### config.mk
export PLATFORM = sky130hd
export DESIGN_NAME = ifu_axi_fetch_flat
export DESIGN_NICKNAME = d
export VERILOG_FILES = /design/src/rtl/ifu_axi_fetch_pkg.sv /design/src/rtl/ifu_axi_fetch_if.sv /design/src/rtl/ifu_axi_fetch_chk.sv /design/src/rtl/ifu_timeout_ctr.sv /design/src/rtl/ifu_axi_fetch.sv /design/src/flat_wrapper.sv
export SDC_FILE = /design/constraint.sdc
export NUM_CORES = 1
export LEC_CHECK = 0
export CAP_MARGIN = 20
export CELL_PAD_IN_SITES_DETAIL_PLACEMENT = 0
export CELL_PAD_IN_SITES_GLOBAL_PLACEMENT = 1
export CORE_MARGIN = 5
export CORE_UTILIZATION = 34
export CTS_CLUSTER_SIZE = 16
export DETAILED_ROUTE_END_ITERATION = 6
export MAX_ROUTING_LAYER = met4
export PLACE_DENSITY_LB_ADDON = 0.1
export SETUP_SLACK_MARGIN = 0.02
export SLEW_MARGIN = 20
export SYNTH_ARGS = -nofsm -noshare
export SYNTH_HDL_FRONTEND = slang
export SYNTH_SLANG_ARGS = --single-unit
export TNS_END_PERCENT = 1
### constraint.sdc
create_clock -name clk -period 5.7 [get_ports clk]
set_input_delay 0.57 -clock clk [delete_from_list [all_inputs] [get_ports clk]]
set_output_delay 0.57 -clock clk [all_outputs]
set_load 0.05 [all_outputs]
### src/rtl/ifu_axi_fetch_pkg.sv
// Core-wide definitions shared by the instruction fetch unit.
// Covers the fetch FSM states, fault codes and the AXI response encoding.
package ifu_axi_fetch_pkg;

    typedef enum logic [2:0] {
        S_BOOT = 3'd0,
        S_REQ  = 3'd1,
        S_WAIT = 3'd2,
        S_OUT  = 3'd3,
        S_IDLE = 3'd4
    } fetch_state_e;

    localparam logic [1:0]  FLT_NONE  = 2'b00;
    localparam logic [1:0]  FLT_MIS   = 2'b01;
    localparam logic [1:0]  FLT_BUS   = 2'b10;
    localparam logic [1:0]  FLT_TMO   = 2'b11;
    localparam logic [31:0] NOP_INST  = 32'h0000_0013;
    localparam logic [1:0]  RESP_OKAY = 2'b00;

    function automatic logic is_aligned(input logic [31:0] addr);
        return (addr[1:0] == 2'b00);
    endfunction

endpackage

### src/rtl/ifu_axi_fetch_if.sv
// AXI4-Lite read channels between the fetch unit (master) and instruction memory (slave).
interface ifu_axi_fetch_if;
    logic [31:0] araddr;
    logic        arvalid;
    logic        arready;
    logic [31:0] rdata;
    logic [1:0]  rresp;
    logic        rvalid;
    logic        rready;

    modport master (output araddr, arvalid, rready,
                    input  arready, rdata, rresp, rvalid);
    modport slave  (input  araddr, arvalid, rready,
                    output arready, rdata, rresp, rvalid);
endinterface

### src/rtl/ifu_axi_fetch_chk.sv
// Protocol checker: execute may only present next_pc when the fetch unit can consume it.
module ifu_axi_fetch_chk
    import ifu_axi_fetch_pkg::*;
(
    input logic         clk,
    input logic         rst,
    input fetch_state_e state,
    input logic         next_pc_valid,
    input logic         inst_ready
);
    // next_pc is consumed only in S_IDLE or together with an S_OUT handshake
    npc_legal: assert property (@(posedge clk) disable iff (rst)
        next_pc_valid |-> ((state == S_IDLE) || ((state == S_OUT) && inst_ready)));
endmodule

### src/rtl/ifu_timeout_ctr.sv
// Clearable saturating cycle counter; hit is high once TIMEOUT cycles have been counted.
module ifu_timeout_ctr #(
    parameter int TIMEOUT = 255
) (
    input  logic clk,
    input  logic rst,
    input  logic clr,
    input  logic en,
    output logic hit
);
    localparam int            W     = $clog2(TIMEOUT + 1);
    localparam logic [W-1:0]  LIMIT = W'(TIMEOUT);

    logic [W-1:0] cnt_r;

    // count enabled cycles, holding at LIMIT so hit stays asserted
    always_ff @(posedge clk or posedge rst) begin
        if (rst) begin
            cnt_r <= {W{1'b0}};
        end else if (clr) begin
            cnt_r <= {W{1'b0}};
        end else if (en && (cnt_r != LIMIT)) begin
            cnt_r <= cnt_r + W'(1);
        end
    end

    assign hit = (cnt_r == LIMIT);
endmodule

### src/rtl/ifu_axi_fetch.sv
// Multi-cycle instruction fetch: one AXI4-Lite read per instruction, delivered to decode
// over valid/ready with a fault code (misaligned, bus error, timeout).
module ifu_axi_fetch
    import ifu_axi_fetch_pkg::*;
#(
    parameter logic [31:0] RESET_PC = 32'h8000_0000,
    parameter int          TIMEOUT  = 255,
    parameter int          CNT_W    = 32
) (
    input  logic              clk,
    input  logic              rst,
    input  logic [31:0]       next_pc,
    input  logic              next_pc_valid,
    ifu_axi_fetch_if.master   axi,
    output logic [31:0]       inst,
    output logic [31:0]       inst_pc,
    output logic              inst_valid,
    input  logic              inst_ready,
    output logic [1:0]        fault,
    output logic [CNT_W-1:0]  fetch_cnt
);
    fetch_state_e     state_r, state_s;
    logic [31:0]      pc_r, pc_s, inst_s, inst_pc_s;
    logic [1:0]       fault_s;
    logic [CNT_W-1:0] fetch_cnt_s;
    logic             tmo_clr_s, tmo_en_s, tmo_hit_s, take_pc_s;

    ifu_timeout_ctr #(.TIMEOUT(TIMEOUT)) u_tmo (
        .clk (clk),
        .rst (rst),
        .clr (tmo_clr_s),
        .en  (tmo_en_s),
        .hit (tmo_hit_s)
    );

    ifu_axi_fetch_chk u_chk (
        .clk           (clk),
        .rst           (rst),
        .state         (state_r),
        .next_pc_valid (next_pc_valid),
        .inst_ready    (inst_ready)
    );

    // handshake outputs are pure state decodes, keeping inputs off every output path
    assign axi.araddr  = pc_r;
    assign axi.arvalid = (state_r == S_REQ);
    assign axi.rready  = (state_r == S_WAIT);
    assign inst_valid  = (state_r == S_OUT);

    // next-state and datapath load decisions
    always_comb begin
        state_s     = state_r;
        pc_s        = pc_r;
        inst_s      = inst;
        inst_pc_s   = inst_pc;
        fault_s     = fault;
        fetch_cnt_s = fetch_cnt;
        tmo_clr_s   = 1'b0;
        tmo_en_s    = 1'b0;
        take_pc_s   = 1'b0;
        case (state_r)
            S_BOOT: state_s = S_REQ;
            S_REQ: begin
                if (axi.arready) begin
                    state_s   = S_WAIT;
                    tmo_clr_s = 1'b1;
                end else begin
                    state_s = S_REQ;
                end
            end
            S_WAIT: begin
                tmo_en_s = 1'b1;
                if (axi.rvalid) begin
                    inst_s    = axi.rdata;
                    inst_pc_s = pc_r;
                    fault_s   = (axi.rresp == RESP_OKAY) ? FLT_NONE : FLT_BUS;
                    state_s   = S_OUT;
                end else if (tmo_hit_s) begin
                    inst_s    = NOP_INST;
                    inst_pc_s = pc_r;
                    fault_s   = FLT_TMO;
                    state_s   = S_OUT;
                end else begin
                    state_s = S_WAIT;
                end
            end
            S_OUT: begin
                if (inst_ready) begin
                    fetch_cnt_s = fetch_cnt + CNT_W'(1);
                    state_s     = S_IDLE;
                    take_pc_s   = next_pc_valid;
                end else begin
                    state_s = S_OUT;
                end
            end
            S_IDLE:  take_pc_s = next_pc_valid;
            default: state_s = S_BOOT;
        endcase
        // a misaligned target never reaches the bus; it is reported straight away
        if (take_pc_s) begin
            pc_s = next_pc;
            if (is_aligned(next_pc)) begin
                state_s = S_REQ;
            end else begin
                inst_s    = NOP_INST;
                inst_pc_s = next_pc;
                fault_s   = FLT_MIS;
                state_s   = S_OUT;
            end
        end else begin
            pc_s = pc_r;
        end
    end

    // state and datapath registers
    always_ff @(posedge clk or posedge rst) begin
        if (rst) begin
            state_r   <= S_BOOT;
            pc_r      <= RESET_PC;
            inst      <= 32'h0000_0000;
            inst_pc   <= RESET_PC;
            fault     <= FLT_NONE;
            fetch_cnt <= {CNT_W{1'b0}};
        end else begin
            state_r   <= state_s;
            pc_r      <= pc_s;
            inst      <= inst_s;
            inst_pc   <= inst_pc_s;
            fault     <= fault_s;
            fetch_cnt <= fetch_cnt_s;
        end
    end
endmodule
### src/flat_wrapper.sv
// flat-port wrapper written by rule: the top's interface ports become plain ports
module ifu_axi_fetch_flat import ifu_axi_fetch_pkg::*;
#(
    parameter logic [31:0] RESET_PC = 32'h8000_0000,
    parameter int          TIMEOUT  = 255,
    parameter int          CNT_W    = 32
)
  (clk, rst, next_pc, next_pc_valid, inst, inst_pc, inst_valid, inst_ready, fault, fetch_cnt, axi_araddr, axi_arvalid, axi_rready, axi_arready, axi_rdata, axi_rresp, axi_rvalid);
  ifu_axi_fetch_if axi_i ();
  input  logic clk;
  input  logic rst;
  input  logic [31:0] next_pc;
  input  logic next_pc_valid;
  output logic [31:0] inst;
  output logic [31:0] inst_pc;
  output logic inst_valid;
  input  logic inst_ready;
  output logic [1:0] fault;
  output logic [CNT_W-1:0] fetch_cnt;
  output wire logic [$bits(axi_i.araddr)-1:0] axi_araddr;
  output wire logic [$bits(axi_i.arvalid)-1:0] axi_arvalid;
  output wire logic [$bits(axi_i.rready)-1:0] axi_rready;
  input wire logic [$bits(axi_i.arready)-1:0] axi_arready;
  input wire logic [$bits(axi_i.rdata)-1:0] axi_rdata;
  input wire logic [$bits(axi_i.rresp)-1:0] axi_rresp;
  input wire logic [$bits(axi_i.rvalid)-1:0] axi_rvalid;
  assign axi_araddr = axi_i.araddr;
  assign axi_arvalid = axi_i.arvalid;
  assign axi_rready = axi_i.rready;
  assign axi_i.arready = axi_arready;
  assign axi_i.rdata = axi_rdata;
  assign axi_i.rresp = axi_rresp;
  assign axi_i.rvalid = axi_rvalid;
  ifu_axi_fetch #(.RESET_PC(RESET_PC), .TIMEOUT(TIMEOUT), .CNT_W(CNT_W)) u_core (.clk(clk), .rst(rst), .next_pc(next_pc), .next_pc_valid(next_pc_valid), .axi(axi_i), .inst(inst), .inst_pc(inst_pc), .inst_valid(inst_valid), .inst_ready(inst_ready), .fault(fault), .fetch_cnt(fetch_cnt));
endmodule
==> out/qor.yml, run 1 <==
synth_top_area_cell: "dfrtp_1"
yosysMostFrequentCell: "nand2_1"
worst_slew_pin_slew_ns: 0.8599
area_growth_syn_to_layout_pct: 47.81
synth-async-reset-ratio: 1.000
port_buffers: 204
cts_inserted_buffers: 17
postLayoutCoreUtil: 0.5128
io_pins: 205
synth-simple-area-share: 0.2319
max-cap-violations: 0
synth_top_area_share: 0.5796
cp.arrival_ns: 2.15
p_sw_mw: 2.445
rsz0062_at_grt: "no"
place_inst: 1020
hp-class: "reg2reg"
finalMaxSlewViolations: 0
grt_max_degree: 97
crit_start: "u_core.state_r[1]"
fin_area_um2: 8870
worstPathMaxFanout: 13
ys_top_cells_by_area: "dfrtp_1 58%, nand2_1 11%, nor2_1 4.9%"
cts_root_buffer: "clkbuf_16"
worstPathRequired_ns: 5.13
clk_latency_ns: 0.41
antenna_found_initial: 1
yosysSeqAreaShare: 0.5884
vias_per_cell: 4.911
p_leak_nw: 3.976
cp-end-kind: "output pin"
clock_skew_ns: 0.008370
seqPwrFrac: 0.299
ctsLongestPathBuffers: 2
setup_slack_ns: 2.979
internal_power_mw: 2.936
synth_mux_area_frac: 0.007089
hold_start: "u_core.fetch_cnt[31]"
startpoint_type: "flop"
critPathKind: "reg2out"
place_congestion: 0.7560
drive_gt1_frac: 0.05925
wirelength_um: 17790
status: "completed"
syn_inst: 618
drc: 0
wl_met3_um: 897
synthTopCellsByCount: "173 x nand2_1, 139 x dfrtp_1, 79 x nor2_1"
p_comb_frac: 0.484
yosys_warnings: 0
holdWs_ns: 0.4826
ys.flop_type: "dfrtp_1"
pre_cts_ws_ns: 2.373
gr-usage-all-layers: 0.1843
timing.setup.tns_ns: 0
synth_cell_types: 41
synth_xor_area_frac: 0.04962
hold_buffers: 0
ant_nets: 0
hold_viol_final: 0
min_period_ns: 2.721
hpwl_um: 12370
ctsResizeCount: 0
synth_top_family_by_area: "simple AND/OR/NAND/NOR gates"
max_freq_mhz: 367.6
synth-edff-count: 0
cts_tree: "yes"
clkPwrFrac: 0.217
firstDrtPassIters: 5
synth_nets: 692
wl_per_cell_um: 16.89
synth_fa_ha_area_frac: 0.004170
place_area_um2: 8242
p_per_area_nw_per_um2: 606.7
ir_drop_mv: 0.3217
finalCritPeriodShare: 0.4773
swShare: 0.4544
fin_cells: 1053
setup_viol: 0
max_slew_margin: 0.4268
clock-sinks: 141
ys_ff_latch: 141
vias: 5171
synth-compound-area-share: 0.08945
grt_first_pass_wirelength_um: 28670
ctsHtreeMaxLevel: 4
r2r-start: "u_core.state_r[1]"
rows: 48
worst-r2r-setup-slack_ns: 3.36
initial_core_util: 0.3469
die_w_um: 142.9
grt_pass1_vias: 5327
power.total_mw: 5.381
syn_area_per_cell_um2: 9.710
die_h_um: 142.9
fillers: 1550
post_cts.repair.setup_buffers: 0
die_area_um2: 20410
gr-total-overflow: 0
core_area_um2: 17300
wl_met1_um: 7752
netlist_area_um2: 6001
fin_nets: 888
wl_met2_um: 8725
top_layer_used: "met4"
cts.clk_slew.worst_paths_ns: 0.06
first_iter_violations: 311
placed cells by master (no fill, tap or decap), types with 3 or more instances in the layout:
| cell type | n |
|---|---|
| a21oi_1 | 3 |
| clkinvlp_4 | 4 |
| nand2_1 | 173 |
| dfrtp_1 | 139 |
| clkbuf_16 | 17 |
| o22ai_1 | 3 |
| and3_1 | 8 |
| nor3b_1 | 3 |
| buf_4 | 7 |
| xnor2_1 | 21 |
| a22oi_1 | 29 |
| nand4_1 | 9 |
| and2_1 | 6 |
| nor2_1 | 78 |
| inv_6 | 3 |
| o21ai_1 | 5 |
| xor2_1 | 13 |
| nand3_1 | 18 |
| nor3_1 | 4 |
| and4_1 | 8 |
| a31oi_1 | 31 |
| inv_1 | 4 |
| clkdlybuf4s50_1 | 204 |
| bufinv_16 | 4 |
cells by family after synthesis:
family / after synthesis
AOI/OAI and AO/OA: 80
DFF: 141
muxes: 4
buffers and inverters: 39
xor gates and xnor gates: 34
adders and majority gates: 2
and+or+nand+nor: 318
state kept, by name (all words and copies together) (netlist names):
register	flops
u_core.fault	2
u_core.axi.araddr	32
u_core.state_r	3
u_core.inst	32
u_core.inst_pc	32
u_core.u_tmo.cnt_r	8
u_core.fetch_cnt	32
worst max-delay path: stages (launching register included):
cell and delay (ns):
dfrtp_1 0.43, nor3b_1 0.25, buf_4 0.24, clkdlybuf4s50_1 0.82
area by class of cell:
| class | instances | area [um^2] | share of cell area |
|---|---|---|---|
| Timing Repair Buffer | 211 | 2095 | 0.2361 |
| Tap cell | 225 | 281.5 | 0.03174 |
| Sequential cell | 141 | 3531 | 0.3981 |
| Clock buffer | 19 | 432.9 | 0.04881 |
| Multi-Input combinational cell | 438 | 2313 | 0.2608 |
| Clock inverter | 13 | 190.2 | 0.02144 |
| Antenna cell | 1 | 2.502 | 0.0002821 |
| Inverter | 5 | 23.77 | 0.002680 |
per-layer routing:
layer,up-vias,track usage
li1,2482,-
met1,2500,0.2344
met2,160,0.2876
met3,29,0.03851
met4,0,0.07654
met5,-,-
power groups by stage:
| stage | Combinational [mW] | Sequential (mW) | Clock [mW] |
|---|---|---|---|
| floorplan | 0.590 | 2.70 | 0 |
| global placement | 2.60 | 1.62 | 0 |
| detailed placement | 2.63 | 1.61 | 0 |
| CTS | 2.63 | 1.61 | 1.19 |
| global route | 2.76 | 1.66 | 1.25 |
| finish | 2.61 | 1.61 | 1.17 |
path summary, 6_finish.rpt:
path | endpoint | cells past startpoint
min in group asynchronous | u_core.inst[11] | 2
worst max-delay path | axi_rready | 3
worst max register to register | u_core.inst_pc[26] | 5
max in group asynchronous | u_core.fetch_cnt[26] | 3
worst min-delay path | u_core.fetch_cnt[31] | 1
worst min register to register | u_core.fetch_cnt[31] | 1
No activity file was read; power rests on OpenSTA's default activity.
==> run 2: changes to the inputs <==
--- a/config.mk
+++ b/config.mk
@@ -9,7 +9,7 @@
 export CELL_PAD_IN_SITES_DETAIL_PLACEMENT = 0
 export CELL_PAD_IN_SITES_GLOBAL_PLACEMENT = 1
 export CORE_MARGIN = 5
-export CORE_UTILIZATION = 34
+export CORE_UTILIZATION = 31
 export CTS_CLUSTER_SIZE = 16
 export DETAILED_ROUTE_END_ITERATION = 6
 export MAX_ROUTING_LAYER = met4
==> constraint.sdc (replaced) <==
create_clock -name clk -period 2.2 [get_ports clk]
set_input_delay 0.22 -clock clk [delete_from_list [all_inputs] [get_ports clk]]
set_output_delay 0.22 -clock clk [all_outputs]
set_load 0.05 [all_outputs]
==> run 2 against run 1 <==
Against the previous run:
- final area grew 2.5%
- via count is 0.54% higher
- critical path depth is 2 lower
- power grew to 2.6 times the previous value
- first-iteration DRC count is 4.8% lower
- hold slack worse by 0.38 ns
- sequential cell count unchanged
- global-route usage fell by 1.4 points
- final cell count grew 4.4%
- utilization down 3.2 points
- setup slack got worse by 2.8 ns
- combinational power grew to 2.6 times the previous value
- critical endpoint is now axi_araddr[31]
==> out/qor.yml, run 2 (synthesis gave the netlist of run 1 again) <==
cp-end-kind: "output pin"
rows: 50  # +4.2%
first_iter_violations: 296  # -4.8%
vias: 5199  # +0.54%
grt_max_degree: 69  # -29%
max_slew_margin: 0.6241  # +0.1974
cts_tree: "yes"
max_freq_mhz: 502.8
worst-r2r-setup-slack_ns: 0.25  # -3.11 ns
power.total_mw: 13.97  # +160%
fillers: 1763  # +14%
cts_root_buffer: "clkbuf_16"
diodes: 0  # -1
gr-usage-all-layers: 0.1704  # -0.01395
worstPathMaxFanout: 3  # -10
wl_per_cell_um: 16.67  # -1.3%
fin_area_um2: 9092  # +2.5%
vias_per_cell: 4.731  # -3.7%
cts_inserted_buffers: 17  # unchanged
fin_nets: 901  # +1.5%
max-cap-violations: 0  # unchanged
die_w_um: 149.1  # +4.4%
grt_first_pass_wirelength_um: 29280  # +2.1%
die_area_um2: 22240  # +9.0%
clk_latency_ns: 0.41  # about the same
crit_chain: "clkdlybuf4s50_1"
path_buf_inv: 1  # -1
initial_core_util: 0.3176  # -0.02932
area_growth_syn_to_layout_pct: 51.52
hp-class: "in2async"
setup_viol: 0  # unchanged
pre_cts_ws_ns: 0.1017  # -2.272 ns
worst_slew_pin_slew_ns: 0.5621  # -0.2978 ns
wl_met2_um: 8789  # +0.73%
core_area_um2: 18890  # +9.2%
finalMaxSlewViolations: 0  # unchanged
drc: 0  # unchanged
gr-total-overflow: 0  # unchanged
ctsHtreeMaxLevel: 4  # unchanged
ff_latch_area_um2: 3531  # unchanged
grt_pass1_vias: 5405  # +1.5%
postLayoutCoreUtil: 0.4813  # -0.03155
ctsLongestPathBuffers: 2  # unchanged
min_period_ns: 1.989
clock_skew_ns: 0.006253  # -0.002117 ns
top_layer_used: "met4"
cts.clk_slew.worst_paths_ns: 0.06  # about the same
drive_gt1_frac: 0.07271  # +0.01346
ant_nets: 0  # unchanged
wl_met1_um: 8187  # +5.6%
place_area_um2: 8491  # +3.0%
multiInputGateArea_um2: 2310  # -0.16%
hpwl_um: 12700  # +2.7%
die_h_um: 149.1  # +4.4%
status: "completed"
worstPathRequired_ns: 1.98  # -3.15 ns
firstDrtPassIters: 6  # +1
crit_slowest_cell: "clkdlybuf4s50_1"
startpoint_type: "flop"
wirelength_um: 18320  # +3.0%
ir_drop_mv: 0.8053  # +150%
layout_commonest_cell: "clkdlybuf4s50_1"
p_per_area_nw_per_um2: 1536  # +150%
cp.arrival_ns: 1.77  # -0.38 ns
wl_met3_um: 1059  # +18%
clock-sinks: 141  # unchanged
layout_common_cells: "201 x clkdlybuf4s50_1, 173 x nand2_1, 139 x dfrtp_1, 78 x nor2_1, 31 x a31oi_1"
p_leak_nw: 4.088  # +2.8%
hold_viol_final: 0  # unchanged
port_buffers: 204  # unchanged
finalCritPeriodShare: 0.9040
path_delay_family: "buffers and inverters"
critPathKind: "reg2out"
rsz0062_at_grt: "no"
setup_slack_ns: 0.2111  # -2.768 ns
io_pins: 205  # unchanged
antenna_found_initial: 0  # -1
place_congestion: 0.7774  # +2.8%
slowest_delay_ns: 0.81  # about the same
-- run 2: cell count changes in the layout (fill, tap and decap cells not counted), sizes merged, moves of 2 or more --
cell	change
buf	+14
clkbuf	+2
inv	-3
clkdlybuf4s50	-3
-- run 2: repair_timing --
item | 4_1_cts | 5_1_grt
setup buffers | 0 | 0
setup endpoints to repair | 1 | 1
hold buffers | 0 | 0
resized for setup | 1 | 1
-- run 2: area by class of cell --
cell class | count | area share
sequential | 141 | 0.3883
multi-input combinational | 438 | 0.2540
timing repair buffer | 224 | 0.2533
clock buffer | 21 | 0.05064
tap | 260 | 0.03578
clock inverter | 10 | 0.01541
inverter | 5 | 0.002477
-- run 2: power breakdown --
part,internal [mW],total (mW),switching (mW)
registers,3.51,4.16,0.656
clock network,1.84,2.93,1.10
logic,2.30,6.87,4.57
-- run 2: metal layers --
layer / up-vias / track usage
met4: 0 / 0.04439
met2: 157 / 0.2657
li1: 2497 / -
met5: - / -
met3: 21 / 0.04983
met1: 2524 / 0.2189
-- run 2: metrics by stage --
| stage | cells | TNS (ns) | hold slack (ns) |
|---|---|---|---|
| floorplan | 618 | -0.9269 | 0.2864 |
| global placement | 1068 | 0 | 0.4676 |
| detailed placement | 1068 | 0 | 0.4606 |
| CTS | 1099 | 0 | 0.08186 |
| global route | 1099 | 0 | 0.09750 |
| finish | 1099 | 0 | 0.1008 |
-- run 2: final timing paths --
path / startpoint / endpoint / cells after the start
min reg2reg: u_core.fetch_cnt[31] / u_core.fetch_cnt[31] / 1
min in group clk: next_pc[8] / u_core.axi.araddr[8] / 3
min: rst / u_core.inst[1] / 2
max: u_core.axi.araddr[31] / axi_araddr[31] / 1
max in group asynchronous: rst / u_core.inst[15] / 3
max reg2reg: u_core.u_tmo.cnt_r[0] / u_core.inst_pc[0] / 6
